File: config.mk
export PLATFORM = sky130hd
export DESIGN_NAME = mc_control
export DESIGN_NICKNAME = d
export VERILOG_FILES = /design/src/rtl/mc_pkg.sv /design/src/rtl/mc_control_outdec.sv /design/src/rtl/mc_control.sv
export SDC_FILE = /design/constraint.sdc
export NUM_CORES = 1
export LEC_CHECK = 0
export ABC_CLOCK_PERIOD_IN_PS = 5310
export CAP_MARGIN = 20
export CELL_PAD_IN_SITES_DETAIL_PLACEMENT = 0
export CELL_PAD_IN_SITES_GLOBAL_PLACEMENT = 1
export CORE_ASPECT_RATIO = 2
export CORE_MARGIN = 4
export CORE_UTILIZATION = 38
export CTS_CLUSTER_DIAMETER = 200
export CTS_CLUSTER_SIZE = 20
export DETAILED_ROUTE_END_ITERATION = 12
export HOLD_SLACK_MARGIN = 0.12
export PLACE_DENSITY = 0.95
export SLEW_MARGIN = 20
export SYNTH_ARGS = -nofsm -noshare
export SYNTH_HDL_FRONTEND = slang
export SYNTH_SLANG_ARGS = --single-unit
File: constraint.sdc
create_clock -name clk -period 5.31 [get_ports clk]
set_input_delay 1.062 -clock clk [delete_from_list [all_inputs] [get_ports clk]]
set_output_delay 1.062 -clock clk [all_outputs]
set_load 0.03 [all_outputs]
File: src/rtl/mc_pkg.sv
// Shared definitions for the multicycle MIPS control sequencer: state encoding,
// opcode values, datapath select encodings and the control bundle.
package mc_pkg;

   typedef enum logic [3:0] {
      S_FETCH  = 4'd0,
      S_DECODE = 4'd1,
      S_MEMADR = 4'd2,
      S_MEMRD  = 4'd3,
      S_MEMWB  = 4'd4,
      S_MEMWR  = 4'd5,
      S_RTEXE  = 4'd6,
      S_RTWB   = 4'd7,
      S_ADDIEX = 4'd8,
      S_ADDIWB = 4'd9,
      S_BEQ    = 4'd10,
      S_JMP    = 4'd11,
      S_HALT   = 4'd12
   } state_t;

   localparam logic [5:0] OP_RTYPE = 6'h00;
   localparam logic [5:0] OP_LW    = 6'h23;
   localparam logic [5:0] OP_SW    = 6'h2B;
   localparam logic [5:0] OP_BEQ   = 6'h04;
   localparam logic [5:0] OP_ADDI  = 6'h08;
   localparam logic [5:0] OP_J     = 6'h02;

   localparam logic [1:0] ALUOP_ADD   = 2'b00;
   localparam logic [1:0] ALUOP_SUB   = 2'b01;
   localparam logic [1:0] ALUOP_FUNCT = 2'b10;

   localparam logic [1:0] ALUSRCB_REGB = 2'b00;
   localparam logic [1:0] ALUSRCB_ONE  = 2'b01;
   localparam logic [1:0] ALUSRCB_IMM  = 2'b10;

   localparam logic [1:0] PCSRC_ALU    = 2'b00;
   localparam logic [1:0] PCSRC_ALUOUT = 2'b01;
   localparam logic [1:0] PCSRC_JUMP   = 2'b10;

   typedef struct packed {
      logic       memread;
      logic       memwrite;
      logic       iord;
      logic       irwrite;
      logic       pc_en;
      logic [1:0] pcsrc;
      logic       alusrca;
      logic [1:0] alusrcb;
      logic [1:0] aluop;
      logic       regwrite;
      logic       regdest;
      logic       memtoreg;
   } ctrl_t;

   // True on the edge that completes an instruction; a stalled store has not completed.
   function automatic logic retires(input state_t s, input logic mem_ready);
      logic r;
      r = 1'b0;
      case (s)
         S_MEMWB, S_RTWB, S_ADDIWB, S_BEQ, S_JMP: r = 1'b1;
         S_MEMWR:                                 r = mem_ready;
         default:                                 r = 1'b0;
      endcase
      return r;
   endfunction

endpackage

File: src/rtl/mc_control_outdec.sv
// Combinational decode of the current phase into datapath enables and mux selects.
// Only FETCH and BEQ look at the handshake/flag inputs.
module mc_outdec
   import mc_pkg::*;
(
   input  state_t state,
   input  logic   mem_ready,
   input  logic   alu_zero,
   output ctrl_t  ctrl
);

   always_comb begin
      ctrl = '0;
      case (state)
         S_FETCH: begin
            ctrl.memread = 1'b1;
            ctrl.alusrcb = ALUSRCB_ONE;
            ctrl.aluop   = ALUOP_ADD;
            ctrl.pcsrc   = PCSRC_ALU;
            ctrl.irwrite = mem_ready;
            ctrl.pc_en   = mem_ready;
         end
         S_DECODE: begin
            ctrl.alusrcb = ALUSRCB_IMM;
            ctrl.aluop   = ALUOP_ADD;
         end
         S_MEMADR, S_ADDIEX: begin
            ctrl.alusrca = 1'b1;
            ctrl.alusrcb = ALUSRCB_IMM;
            ctrl.aluop   = ALUOP_ADD;
         end
         S_MEMRD: begin
            ctrl.memread = 1'b1;
            ctrl.iord    = 1'b1;
         end
         S_MEMWB: begin
            ctrl.regwrite = 1'b1;
            ctrl.memtoreg = 1'b1;
         end
         S_MEMWR: begin
            ctrl.memwrite = 1'b1;
            ctrl.iord     = 1'b1;
         end
         S_RTEXE: begin
            ctrl.alusrca = 1'b1;
            ctrl.alusrcb = ALUSRCB_REGB;
            ctrl.aluop   = ALUOP_FUNCT;
         end
         S_RTWB: begin
            ctrl.regwrite = 1'b1;
            ctrl.regdest  = 1'b1;
         end
         S_ADDIWB: ctrl.regwrite = 1'b1;
         S_BEQ: begin
            ctrl.alusrca = 1'b1;
            ctrl.alusrcb = ALUSRCB_REGB;
            ctrl.aluop   = ALUOP_SUB;
            ctrl.pcsrc   = PCSRC_ALUOUT;
            ctrl.pc_en   = alu_zero;
         end
         S_JMP: begin
            ctrl.pc_en = 1'b1;
            ctrl.pcsrc = PCSRC_JUMP;
         end
         default: ctrl = '0;
      endcase
   end

endmodule

File: src/rtl/mc_control.sv
// Multicycle control sequencer: registered phase, next-phase logic, retired
// instruction counter and sticky halt flag; datapath controls come from mc_outdec.
module mc_control
   import mc_pkg::*;
(
   input  logic        clk,
   input  logic        reset,
   input  logic [5:0]  opcode,
   input  logic        alu_zero,
   input  logic        mem_ready,
   output logic        memread,
   output logic        memwrite,
   output logic        iord,
   output logic        irwrite,
   output logic        pc_en,
   output logic [1:0]  pcsrc,
   output logic        alusrca,
   output logic [1:0]  alusrcb,
   output logic [1:0]  aluop,
   output logic        regwrite,
   output logic        regdest,
   output logic        memtoreg,
   output logic        halted,
   output logic [31:0] retired,
   output logic [3:0]  state_dbg
);

   state_t      state_q, state_d;
   logic        is_store_q, is_store_d;
   logic        halted_q, halted_d;
   logic [31:0] retired_q, retired_d;
   ctrl_t       ctrl;

   always_comb begin
      state_d    = state_q;
      is_store_d = is_store_q;
      halted_d   = halted_q;
      retired_d  = retired_q;
      case (state_q)
         S_FETCH: if (mem_ready) state_d = S_DECODE;
         S_DECODE: begin
            // The opcode is only trusted here, so remember lw vs sw for MEMADR.
            is_store_d = (opcode == OP_SW);
            case (opcode)
               OP_LW, OP_SW: state_d = S_MEMADR;
               OP_RTYPE:     state_d = S_RTEXE;
               OP_ADDI:      state_d = S_ADDIEX;
               OP_BEQ:       state_d = S_BEQ;
               OP_J:         state_d = S_JMP;
               default: begin
                  state_d  = S_HALT;
                  halted_d = 1'b1;
               end
            endcase
         end
         S_MEMADR: state_d = is_store_q ? S_MEMWR : S_MEMRD;
         S_MEMRD:  if (mem_ready) state_d = S_MEMWB;
         S_MEMWR:  if (mem_ready) state_d = S_FETCH;
         S_RTEXE:  state_d = S_RTWB;
         S_ADDIEX: state_d = S_ADDIWB;
         S_MEMWB, S_RTWB, S_ADDIWB, S_BEQ, S_JMP: state_d = S_FETCH;
         S_HALT:   state_d = S_HALT;
         default:  state_d = S_FETCH;
      endcase
      if (retires(state_q, mem_ready)) retired_d = retired_q + 32'd1;
   end

   always_ff @(posedge clk) begin
      if (reset) begin
         state_q    <= S_FETCH;
         is_store_q <= 1'b0;
         halted_q   <= 1'b0;
         retired_q  <= 32'd0;
      end else begin
         state_q    <= state_d;
         is_store_q <= is_store_d;
         halted_q   <= halted_d;
         retired_q  <= retired_d;
      end
   end

   mc_outdec u_outdec (
      .state     (state_q),
      .mem_ready (mem_ready),
      .alu_zero  (alu_zero),
      .ctrl      (ctrl)
   );

   assign memread   = ctrl.memread;
   assign memwrite  = ctrl.memwrite;
   assign iord      = ctrl.iord;
   assign irwrite   = ctrl.irwrite;
   assign pc_en     = ctrl.pc_en;
   assign pcsrc     = ctrl.pcsrc;
   assign alusrca   = ctrl.alusrca;
   assign alusrcb   = ctrl.alusrcb;
   assign aluop     = ctrl.aluop;
   assign regwrite  = ctrl.regwrite;
   assign regdest   = ctrl.regdest;
   assign memtoreg  = ctrl.memtoreg;
   assign halted    = halted_q;
   assign retired   = retired_q;
   assign state_dbg = state_q;

endmodule

==> reports/qor.tcl, run 1 <==
set qor(vias) 2383
set qor(numClockSinks) 38
set qor(path_max_fanout) 6
set qor(hold_path_startpoint) {retired[11]}
set qor(syn_area_per_cell_sq_um) 7.96
set qor(combinational_family_with_the_most_area_after_synthesis) {simple AND/OR/NAND/NOR gates}
set qor(largest_net_degree_at_the_start_of_global_routing) 55
set qor(worst_hold_path.num_cells) 2
set qor(timing_worst_setup_path_type) {primary input to output pin}
set qor(ys_seq_elements) 38
set qor(min_delay_worst_endpoint) {retired[11]}
set qor(synth.yosys.warnings) 0
set qor(root_buffer) {sky130_fd_sc_hd__clkbuf_16}
set qor(crit-reg2reg-launch) {state_dbg[0]}
set qor(report.final.setup_viol) 0
set qor(routabilityCongestion) 0.776
set qor(routed_wirelength_um) 6230
set qor(synthArstFlopShare) 0
set qor(ir_worst_vdd_uv) 267
set qor(fin_tns_setup_ps) 0
set qor(drt-pass1-iter-count) 6
set qor(power_density_nw_per_um2) 295
set qor(cts_setup_buffers) 0
set qor(fin_hold_viols) 0
set qor(share_of_synthesized_area_occupied_by_flip_flops_and_latches) 0.324
set qor(antenna_violating_nets_post_route) 0
set qor(cp_required_ps) 4250
set qor(worstSetupEndpointType) {output pin}
set qor(synth-compound-area-share) 0.152
set qor(layout_worst_path_cycle_share) 0.681
set qor(grt.total_usage) 0.173
set qor(synthMuxAreaShare) 0.0810
set qor(drive_gt1_frac) 0.0499
set qor(synth_xor_xnor_area_share) 0.0112
set qor(numPortBuffers) 61
set qor(wire_per_inst_um) 15.4
set qor(grt_pass1_vias) 2295
set qor(first_iter_violations) 125
set qor(static-leakage-power_nw) 1.02
set qor(worstMarginPinSlew_ps) 940
set qor(ys_types) 45
set qor(grt_setup_unrepaired) {no}
set qor(ys_dominant_reg_cell) {sky130_fd_sc_hd__dfxtp_1}
set qor(grt.overflow.total) 0
set qor(r2r_end) {retired[27]}
set qor(holdWs_ps) 498
set qor(core_area_sq_um) 6010
set qor(layout_common_cells) {60 x sky130_fd_sc_hd__clkdlybuf4s50_1, 38 x sky130_fd_sc_hd__dfxtp_1, 30 x sky130_fd_sc_hd__nor2_1}
set qor(timing.critical_path.from_type) {primary input}
set qor(fmax_ghz) 0.276
set qor(setup.worst_path.start) {mem_ready}
set qor(cp_data_arrival_time_ps) 2550
set qor(dp.final_hpwl_um) 4550
set qor(layout_commonest_cell) {sky130_fd_sc_hd__clkdlybuf4s50_1}
set qor(synth-edff-count) 0
set qor(post_synth_instance_area_sq_um) 2350
set qor(remaining_routing_drc_violations) 0
set qor(outcome) {complete, no violations}
set qor(post_cts_resize_count) 0
set qor(cts_inserted_buffers) 5
set qor(cap_viol_max_count) 0
set qor(synthAdderAreaFrac) 0.00533
set qor(avgViaCountPerCell) 5.90
set qor(grtUsageMet1) 0.174
set qor(postCtsHoldBufs) 0
set qor(pins_over_their_slew_limit) 0
set qor(cts_tree) {built}
set qor(max_slew_margin) 0.374
set qor(grtUsageMet3) 0.0481
set qor(min-delay-path-class) {register to register}
set qor(nNetsFinal) 353
set qor(setup.reg_to_reg.worst_slack_ps) 2920
set qor(area_delta_synth_final_pct) 30.5
set qor(grt_most_used_layer) {met2}
set qor(num_io_pins) 62
set qor(synth_simple_gate_area_frac) 0.368
set qor(die-height_um) 119
set qor(fp.dieArea_sq_um) 7580
set qor(die_x_um) 63.6
set qor(cts_buffer_depth) 2
set qor(filler_cell_count) 599
set qor(worst_r2r_path_depth) 5
set qor(post-route-min-period_ps) 3620
set qor(postSynthCellCount) 295
set qor(synth.net_count) 306
set qor(cts.htree.levels) 2
set qor(antenna_found_initial) 0
set qor(grt_util_met2) 0.309
set qor(antenna_cells_inserted) 0
set qor(global_route_wire_length_before_repair_um) 10600
set qor(insertion_delay_ps) 280
set qor(initial_utilization) 0.391
set qor(clk_pin_slew_worst_paths_ps) 50
set qor(fin_worst_skew_ps) 3.84
set qor(placementRows) 40
[worst max-delay path by stage]
stage / to / slack [ps] / cells after the start
floorplan: pc_en / 1770 / 4
global placement: pc_en / 1720 / 4
detailed placement: pc_en / 1690 / 4
CTS: pc_en / 1690 / 4
global route: pc_en / 1640 / 4
finish: pc_en / 1690 / 4
[layout make-up]
type / instances / area (sq um) / area share
Timing Repair Buffer: 62 / 613 / 0.200
Sequential cell: 38 / 761 / 0.248
Inverter: 6 / 22.5 / 0.00735
Clock buffer: 6 / 139 / 0.0453
Multi-Input combinational cell: 229 / 1450 / 0.473
Tap cell: 63 / 78.8 / 0.0257
[synth_stat cells (2+ instances only)]
library cell	n	area [sq um]
sky130_fd_sc_hd__nand3_1	15	75.1
sky130_fd_sc_hd__mux2_2	7	78.8
sky130_fd_sc_hd__and2_1	3	18.8
sky130_fd_sc_hd__o31ai_1	10	75.1
sky130_fd_sc_hd__nand4_1	9	56.3
sky130_fd_sc_hd__nor3b_1	5	37.5
sky130_fd_sc_hd__buf_6	4	45.0
sky130_fd_sc_hd__nand2b_1	7	43.8
sky130_fd_sc_hd__nor4_1	12	75.1
sky130_fd_sc_hd__and4_1	8	70.1
sky130_fd_sc_hd__mux2_1	9	101
sky130_fd_sc_hd__clkbuf_1	14	52.6
sky130_fd_sc_hd__xor2_1	2	17.5
sky130_fd_sc_hd__nor2_1	30	113
sky130_fd_sc_hd__buf_2	2	10.0
sky130_fd_sc_hd__nand2_1	14	52.6
sky130_fd_sc_hd__o22ai_1	2	12.5
sky130_fd_sc_hd__o21ai_0	6	30.0
sky130_fd_sc_hd__or4_1	9	67.6
sky130_fd_sc_hd__o21bai_1	2	15.0
sky130_fd_sc_hd__a21oi_1	23	115
sky130_fd_sc_hd__buf_1	2	7.51
sky130_fd_sc_hd__dfxtp_1	38	761
sky130_fd_sc_hd__or3_1	5	31.3
sky130_fd_sc_hd__and3_1	4	25.0
sky130_fd_sc_hd__nor2b_1	18	113
sky130_fd_sc_hd__a211o_1	2	17.5
sky130_fd_sc_hd__nor3_1	10	50.1
sky130_fd_sc_hd__inv_1	6	22.5
sky130_fd_sc_hd__a211oi_1	2	15.0
[where the power goes]
part | internal, W | total, W | switching [W]
logic | 0.000116 | 0.000283 | 0.000166
clock network | 0.000181 | 0.000290 | 0.000109
registers | 0.000296 | 0.000332 | 0.0000361
total | 0.000594 | 0.000905 | 0.000311
[state kept, by name, indices dropped and copies added, names as in the netlist]
signal	flops
halted	1
is_store_q	1
retired	32
state_dbg	4
[cells by family (layout without fill, tap and decap cells)]
kind of cell             after synthesis  after routing
flip-flops                            38             38
AND/OR/NAND/NOR                      152            152
XOR/XNOR                               3              3
multiplexers                          17             17
buffers and inverters                 28             74
AO/OA/AOI/OAI                         56             56
adder cells (fa/ha/maj)                1              1
[metrics by stage]
stage / area (sq um) / util / worst slack [ps] / total power [W] / cells
2_1_floorplan: 2350 / - / 1770 / 0.000529 / 295
3_3_place_gp: 2930 / 0.487 / 1720 / 0.000619 / 398
3_5_place_dp: 2930 / 0.487 / 1690 / 0.000619 / 398
4_1_cts: 3060 / 0.510 / 1690 / 0.000913 / 404
5_1_grt: 3060 / 0.510 / 1640 / 0.000946 / 404
6_report: 3060 / 0.510 / 1690 / 0.000905 / 404
[critical path, cell delays in order]
cell	delay [ps]
sky130_fd_sc_hd__clkdlybuf4s50_1	550
sky130_fd_sc_hd__and2_1	170
sky130_fd_sc_hd__a211o_1	100
sky130_fd_sc_hd__clkdlybuf4s50_1	670
[layer usage]
metal  part of all wire  routed length [um]  up-vias
met5                  0                   0        -
met3              0.054                 339       13
li1                   -                   -     1189
met1               0.38                2340     1116
met2               0.54                3360       65
met4              0.032                 198        0
(Power assumes the default switching activity.)
==> run 2, diff against run 1 <==
--- a/config.mk
+++ b/config.mk
@@ -5,18 +5,18 @@
 export SDC_FILE = /design/constraint.sdc
 export NUM_CORES = 1
 export LEC_CHECK = 0
-export ABC_CLOCK_PERIOD_IN_PS = 5310
+export ABC_CLOCK_PERIOD_IN_PS = 3700
 export CAP_MARGIN = 20
 export CELL_PAD_IN_SITES_DETAIL_PLACEMENT = 0
 export CELL_PAD_IN_SITES_GLOBAL_PLACEMENT = 1
 export CORE_ASPECT_RATIO = 2
 export CORE_MARGIN = 4
-export CORE_UTILIZATION = 38
+export CORE_UTILIZATION = 35
 export CTS_CLUSTER_DIAMETER = 200
 export CTS_CLUSTER_SIZE = 20
 export DETAILED_ROUTE_END_ITERATION = 12
 export HOLD_SLACK_MARGIN = 0.12
-export PLACE_DENSITY = 0.95
+export PLACE_DENSITY = 0.9
 export SLEW_MARGIN = 20
 export SYNTH_ARGS = -nofsm -noshare
 export SYNTH_HDL_FRONTEND = slang
==> constraint.sdc (replaced) <==
create_clock -name clk -period 3.7 [get_ports clk]
set_input_delay 0.74 -clock clk [delete_from_list [all_inputs] [get_ports clk]]
set_output_delay 0.74 -clock clk [all_outputs]
set_load 0.03 [all_outputs]
==> run 2 against run 1 <==
Compared with the run above:
- clock power is 39% higher
- critical path type is now register to output pin
- global-route usage is 1.2 points lower
- cell count is 6.7% higher
- largest cell class unchanged
- sequential share of layout area is 0.27 points lower
- via count is 0.88% lower
- wire length is 0.88% higher
- sequential power is 41% higher
- final area is 1.1% higher
- flip-flop and latch count stayed put
- highest routed layer unchanged
- total power is 42% higher
- largest power group unchanged
==> reports/qor.tcl, run 2 (synthesis results as in run 1) <==
set qor(outcome) {complete, no violations}
set qor(static-leakage-power_nw) 1.02 ;# about the same
set qor(cp_slowest_cell) {sky130_fd_sc_hd__clkdlybuf4s50_1}
set qor(worst_hold_path.num_cells) 2 ;# unchanged
set qor(worstMarginPinSlew_ps) 966 ;# +26.5 ps
set qor(num_io_pins) 62 ;# unchanged
set qor(core_area_sq_um) 6570 ;# +9.4%
set qor(vias) 2362 ;# -0.88%
set qor(worstSetupEndpointType) {output pin}
set qor(max_slew_margin) 0.356 ;# -0.0177
set qor(cap_viol_max_count) 0 ;# unchanged
set qor(postCtsHoldBufs) 0 ;# unchanged
set qor(die_x_um) 65.9 ;# +3.7%
set qor(post-route-min-period_ps) 3030
set qor(cp_required_ps) 2960 ;# -1290 ps
set qor(drt-pass1-iter-count) 4 ;# -2
set qor(fin_worst_skew_ps) 3.06 ;# -0.777 ps
set qor(ir_worst_vdd_uv) 199 ;# -26%
set qor(cts_inserted_buffers) 5 ;# unchanged
set qor(wire_per_inst_um) 14.6 ;# -5.4%
set qor(pins_over_their_slew_limit) 0 ;# unchanged
set qor(grt_pass1_vias) 2269 ;# -1.1%
set qor(antenna_violating_nets_post_route) 0 ;# unchanged
set qor(cp_slowest_stage_delay_ps) 700 ;# +30 ps
set qor(fmax_ghz) 0.330
set qor(avgViaCountPerCell) 5.48 ;# -7.1%
set qor(cts.htree.levels) 2 ;# unchanged
set qor(place_inst) 424 ;# +6.5%
set qor(numClockSinks) 38 ;# unchanged
set qor(fin_tns_setup_ps) 0 ;# unchanged
set qor(layout_worst_path_cycle_share) 0.820
set qor(largest_register_ff_count) 32 ;# unchanged
set qor(layoutNonFillerInstCount) 431 ;# +6.7%
set qor(die-height_um) 124 ;# +3.9%
set qor(area_delta_synth_final_pct) 31.9
set qor(report.final.setup_viol) 0 ;# unchanged
set qor(routabilityCongestion) 0.850 ;# +9.5%
set qor(cp_cell_sequence) {buf_4 > nand2b_1 > nand2_1 > nor3_1 > clkdlybuf4s50_1}
set qor(antenna_cells_inserted) 0 ;# unchanged
set qor(cts_buffer_depth) 2 ;# unchanged
set qor(initial_utilization) 0.358 ;# -0.0335
set qor(grt.overflow.total) 0 ;# unchanged
set qor(min-delay-path-class) {register to register}
set qor(layout_commonest_cell) {sky130_fd_sc_hd__clkdlybuf4s50_1}
set qor(drive_gt1_frac) 0.0525 ;# +0.00262
set qor(antenna_found_initial) 0 ;# unchanged
set qor(nNetsFinal) 354 ;# +0.28%
set qor(path_max_fanout) 15 ;# +9
set qor(insertion_delay_ps) 270 ;# about the same
set qor(placementRows) 42 ;# +5.0%
set qor(numPortBuffers) 61 ;# unchanged
set qor(root_buffer) {sky130_fd_sc_hd__clkbuf_16}
set qor(power.total_w) 0.00129 ;# +42%
set qor(layout_common_cells) {60 x sky130_fd_sc_hd__clkdlybuf4s50_1, 38 x sky130_fd_sc_hd__dfxtp_1, 30 x sky130_fd_sc_hd__nor2_1}
set qor(clk_pin_slew_worst_paths_ps) 50 ;# about the same
set qor(grt.total_usage) 0.161 ;# -0.0124
set qor(largest_net_degree_at_the_start_of_global_routing) 55 ;# unchanged
set qor(fp.dieArea_sq_um) 8160 ;# +7.7%
set qor(remaining_routing_drc_violations) 0 ;# unchanged
set qor(worst_r2r_path_depth) 5 ;# unchanged
set qor(power_density_nw_per_um2) 415 ;# +40%
set qor(final_core_utilization) 0.472 ;# -0.0386
set qor(routed_wirelength_um) 6290 ;# +0.88%
set qor(first_iter_violations) 142 ;# +14%
set qor(global_route_wire_length_before_repair_um) 10500 ;# -1.2%
set qor(setup_slack_ps) 667 ;# -1030 ps
set qor(grt_setup_unrepaired) {no}
set qor(dp.final_hpwl_um) 4640 ;# +2.0%
set qor(fin_hold_viols) 0 ;# unchanged
set qor(timing.critical_path.from_type) {register}
set qor(timing_worst_setup_path_type) {register to output pin}
set qor(post_cts_resize_count) 0 ;# unchanged
set qor(cts_setup_buffers) 0 ;# unchanged
set qor(cts_tree) {built}
set qor(cp_data_arrival_time_ps) 2290 ;# -260 ps
set qor(dp_worst_setup_slack_ps) 456 ;# -1240 ps
==> run 2: final timing paths <==
check | slack (ps) | from | endpoint
setup / recovery | 670 | state_dbg[0] | memread
hold / removal | 480 | is_store_q | is_store_q
setup reg to reg | 1280 | state_dbg[1] | retired[11]
hold reg to reg | 480 | is_store_q | is_store_q
==> run 2: layout make-up <==
type | instances | area [sq um]
tap | 88 | 110
fill | 674 | 3470
inverter | 6 | 22.5
clock buffer | 7 | 133
multi-input combinational | 229 | 1450
sequential | 38 | 761
timing repair buffer | 63 | 621
==> run 2: metal layers <==
| metal | vias to the layer above | share of wire | GRT usage |
|---|---|---|---|
| li1 | 1180 | - | - |
| met1 | 1123 | 0.40 | 0.175 |
| met2 | 51 | 0.55 | 0.303 |
| met3 | 8 | 0.028 | 0.0190 |
| met4 | 0 | 0.021 | 0.0688 |
| met5 | - | 0 | 0 |
==> run 2: critical path, delay by kind of cell (launching register included) <==
kind / cells / cell delay [ps]
buffers and inverters: 2 / 930
flip-flops: 1 / 640
AND/OR/NAND/NOR: 3 / 430
==> run 2: where the power goes <==
group,switching (W),internal (W),leakage [nW]
clock network,0.000156,0.000246,0.0640
logic,0.000242,0.000172,0.647
registers,0.0000439,0.000425,0.307
==> run 2: stage by stage <==
step           instance area, sq um  hold slack, ps
2_1_floorplan                  2350             459
3_3_place_gp                   2960             473
3_5_place_dp                   2960             483
4_1_cts                        3100             490
5_1_grt                        3100             524
6_report                       3100             483
==> run 3, diff against run 2 <==
--- a/config.mk
+++ b/config.mk
@@ -5,7 +5,7 @@
 export SDC_FILE = /design/constraint.sdc
 export NUM_CORES = 1
 export LEC_CHECK = 0
-export ABC_CLOCK_PERIOD_IN_PS = 3700
+export ABC_CLOCK_PERIOD_IN_PS = 2900
 export CAP_MARGIN = 20
 export CELL_PAD_IN_SITES_DETAIL_PLACEMENT = 0
 export CELL_PAD_IN_SITES_GLOBAL_PLACEMENT = 1
==> constraint.sdc (replaced) <==
create_clock -name clk -period 2.9 [get_ports clk]
set_input_delay 0.58 -clock clk [delete_from_list [all_inputs] [get_ports clk]]
set_output_delay 0.58 -clock clk [all_outputs]
set_load 0.03 [all_outputs]
==> run 3 against run 2 <==
Compared with the run above:
- first-iteration DRC count decreased by 2.1%
- largest cell class unchanged
- combinational power grew 37%
- global-route usage decreased by 0.16 points
- critical path depth is 2 lower
- utilization increased by 0.86 points
- clock skew up 1.6 ps
- clock power up 36%
==> reports/qor.tcl, run 3 (synthesis results as in run 1) <==
set qor(outcome) {complete, no violations}
set qor(fmax_ghz) 0.366
set qor(cap_viol_max_count) 0 ;# unchanged
set qor(die-height_um) 124 ;# unchanged
set qor(crit-reg2reg-launch) {state_dbg[0]}
set qor(cp_data_arrival_time_ps) 2150 ;# -140 ps
set qor(root_buffer) {sky130_fd_sc_hd__clkbuf_16}
set qor(routed_wirelength_um) 6410 ;# +2.0%
set qor(numPortBuffers) 61 ;# unchanged
set qor(pins_over_their_slew_limit) 0 ;# unchanged
set qor(setup.worst_path.start) {state_dbg[0]}
set qor(cts_buffer_depth) 2 ;# unchanged
set qor(crit_path_end) {iord}
set qor(core_area_sq_um) 6570 ;# unchanged
set qor(worstSetupEndpointType) {output pin}
set qor(global_route_wire_length_before_repair_um) 10400 ;# -1.4%
set qor(fin_hold_viols) 0 ;# unchanged
set qor(min-delay-path-class) {register to register}
set qor(timing.critical_path.from_type) {register}
set qor(placementRows) 42 ;# unchanged
set qor(antenna_violating_nets_post_route) 0 ;# unchanged
set qor(vias) 2378 ;# +0.68%
set qor(nNetsFinal) 357 ;# +0.85%
set qor(max_slew_margin) 0.455 ;# +0.0991
set qor(cts_setup_buffers) 0 ;# unchanged
set qor(largest_net_degree_at_the_start_of_global_routing) 47 ;# -15%
set qor(antenna_found_initial) 0 ;# unchanged
set qor(fin_tns_setup_ps) 0 ;# unchanged
set qor(path_max_fanout) 13 ;# -2
set qor(grt.total_usage) 0.159 ;# -0.00158
set qor(area_delta_synth_final_pct) 34.3
set qor(avgViaCountPerCell) 5.47 ;# -0.25%
set qor(largest_register_ff_count) 32 ;# unchanged
set qor(cts.htree.levels) 2 ;# unchanged
set qor(wire_per_inst_um) 14.7 ;# +1.1%
set qor(insertion_delay_ps) 280 ;# about the same
set qor(static-leakage-power_nw) 1.05 ;# +3.2%
set qor(worstMarginPinSlew_ps) 818 ;# -149 ps
set qor(cts_tree) {built}
set qor(post_dp_cell_area_sq_um) 3010 ;# +1.4%
set qor(layout_worst_path_cycle_share) 0.941
set qor(clk_pin_slew_worst_paths_ps) 60 ;# about the same
set qor(cp_required_ps) 2320 ;# -640 ps
set qor(dp.final_hpwl_um) 4650 ;# +0.24%
set qor(cts_inserted_buffers) 5 ;# unchanged
set qor(antenna_cells_inserted) 0 ;# unchanged
set qor(setup.reg_to_reg.worst_slack_ps) 640 ;# -640 ps
set qor(routabilityCongestion) 0.778 ;# -8.4%
set qor(fin_worst_skew_ps) 4.71 ;# +1.64 ps
set qor(filler_cell_count) 653 ;# -3.1%
set qor(initial_utilization) 0.358 ;# unchanged
set qor(worst_r2r_path_depth) 6 ;# +1
set qor(grt_setup_unrepaired) {no}
set qor(grt_pass1_vias) 2282 ;# +0.57%
set qor(drive_gt1_frac) 0.0692 ;# +0.0167
set qor(fp.dieArea_sq_um) 8160 ;# unchanged
set qor(final_area_sq_um) 3150 ;# +1.8%
set qor(layout_common_cells) {60 x sky130_fd_sc_hd__clkdlybuf4s50_1, 37 x sky130_fd_sc_hd__dfxtp_1, 30 x sky130_fd_sc_hd__nor2_1}
set qor(ir_worst_vdd_uv) 279 ;# +40%
set qor(remaining_routing_drc_violations) 0 ;# unchanged
set qor(die_x_um) 65.9 ;# unchanged
set qor(first_iter_violations) 139 ;# -2.1%
set qor(timing_worst_setup_path_type) {register to output pin}
set qor(num_io_pins) 62 ;# unchanged
set qor(post-route-min-period_ps) 2730
set qor(power_density_nw_per_um2) 540 ;# +30%
set qor(grt.overflow.total) 0 ;# unchanged
set qor(numClockSinks) 38 ;# unchanged
set qor(report.final.setup_viol) 0 ;# unchanged
set qor(drt-pass1-iter-count) 4 ;# unchanged
set qor(holdWs_ps) 501 ;# +18.6 ps
set qor(layout_commonest_cell) {sky130_fd_sc_hd__clkdlybuf4s50_1}
set qor(r2r_end) {retired[24]}
[run 3: final cells by class]
| class | count | area, sq um | share of cell area |
|---|---|---|---|
| clock buffer | 7 | 143 | 0.0452 |
| clock inverter | 1 | 5.00 | 0.00159 |
| inverter | 6 | 22.5 | 0.00714 |
| multi-input combinational | 229 | 1460 | 0.462 |
| sequential | 38 | 762 | 0.242 |
| tap | 88 | 110 | 0.0349 |
| timing repair buffer | 66 | 656 | 0.208 |
[run 3: worst min-delay path by stage]
stage	start	endpoint	cells past startpoint	slack [ps]
final	retired[13]	retired[13]	2	500
after global routing	retired[13]	retired[13]	2	530
after CTS	retired[13]	retired[13]	2	500
after detailed placement	retired[13]	retired[13]	2	490
after global placement	is_store_q	is_store_q	2	480
after floorplan	is_store_q	is_store_q	2	460
[run 3: what timing repair did]
action / CTS / global route
setup endpoints to repair: 0 / 3
resized for setup: 0 / 1
hold buffers: 0 / 0
[run 3: worst max-delay path: stages, from the launching register on]
cell                              delay, ps
sky130_fd_sc_hd__dfxtp_1                580
sky130_fd_sc_hd__buf_4                  240
sky130_fd_sc_hd__nor3b_1                310
sky130_fd_sc_hd__clkdlybuf4s50_1        740
[run 3: metrics by stage]
step,instances,total power [W],setup WS (ps),util
global route,435,0.00178,54.3,0.480
floorplan,295,0.000974,216,-
global placement,427,0.00116,251,0.458
CTS,435,0.00172,108,0.480
detailed placement,427,0.00116,239,0.458
finish,435,0.00170,171,0.480
[run 3: routing by layer]
metal	track usage	part of all wire	wire, um	vias up
li1	-	-	-	1195
met4	0.0935	0.034	216	0
met1	0.172	0.38	2470	1104
met3	0.0244	0.040	257	15
met5	0	0	0	-
met2	0.285	0.54	3470	64
[run 3: power by group]
part	internal, W	switching [W]
Sequential	0.000542	0.0000433
Combinational	0.000239	0.000327
Clock	0.000341	0.000210
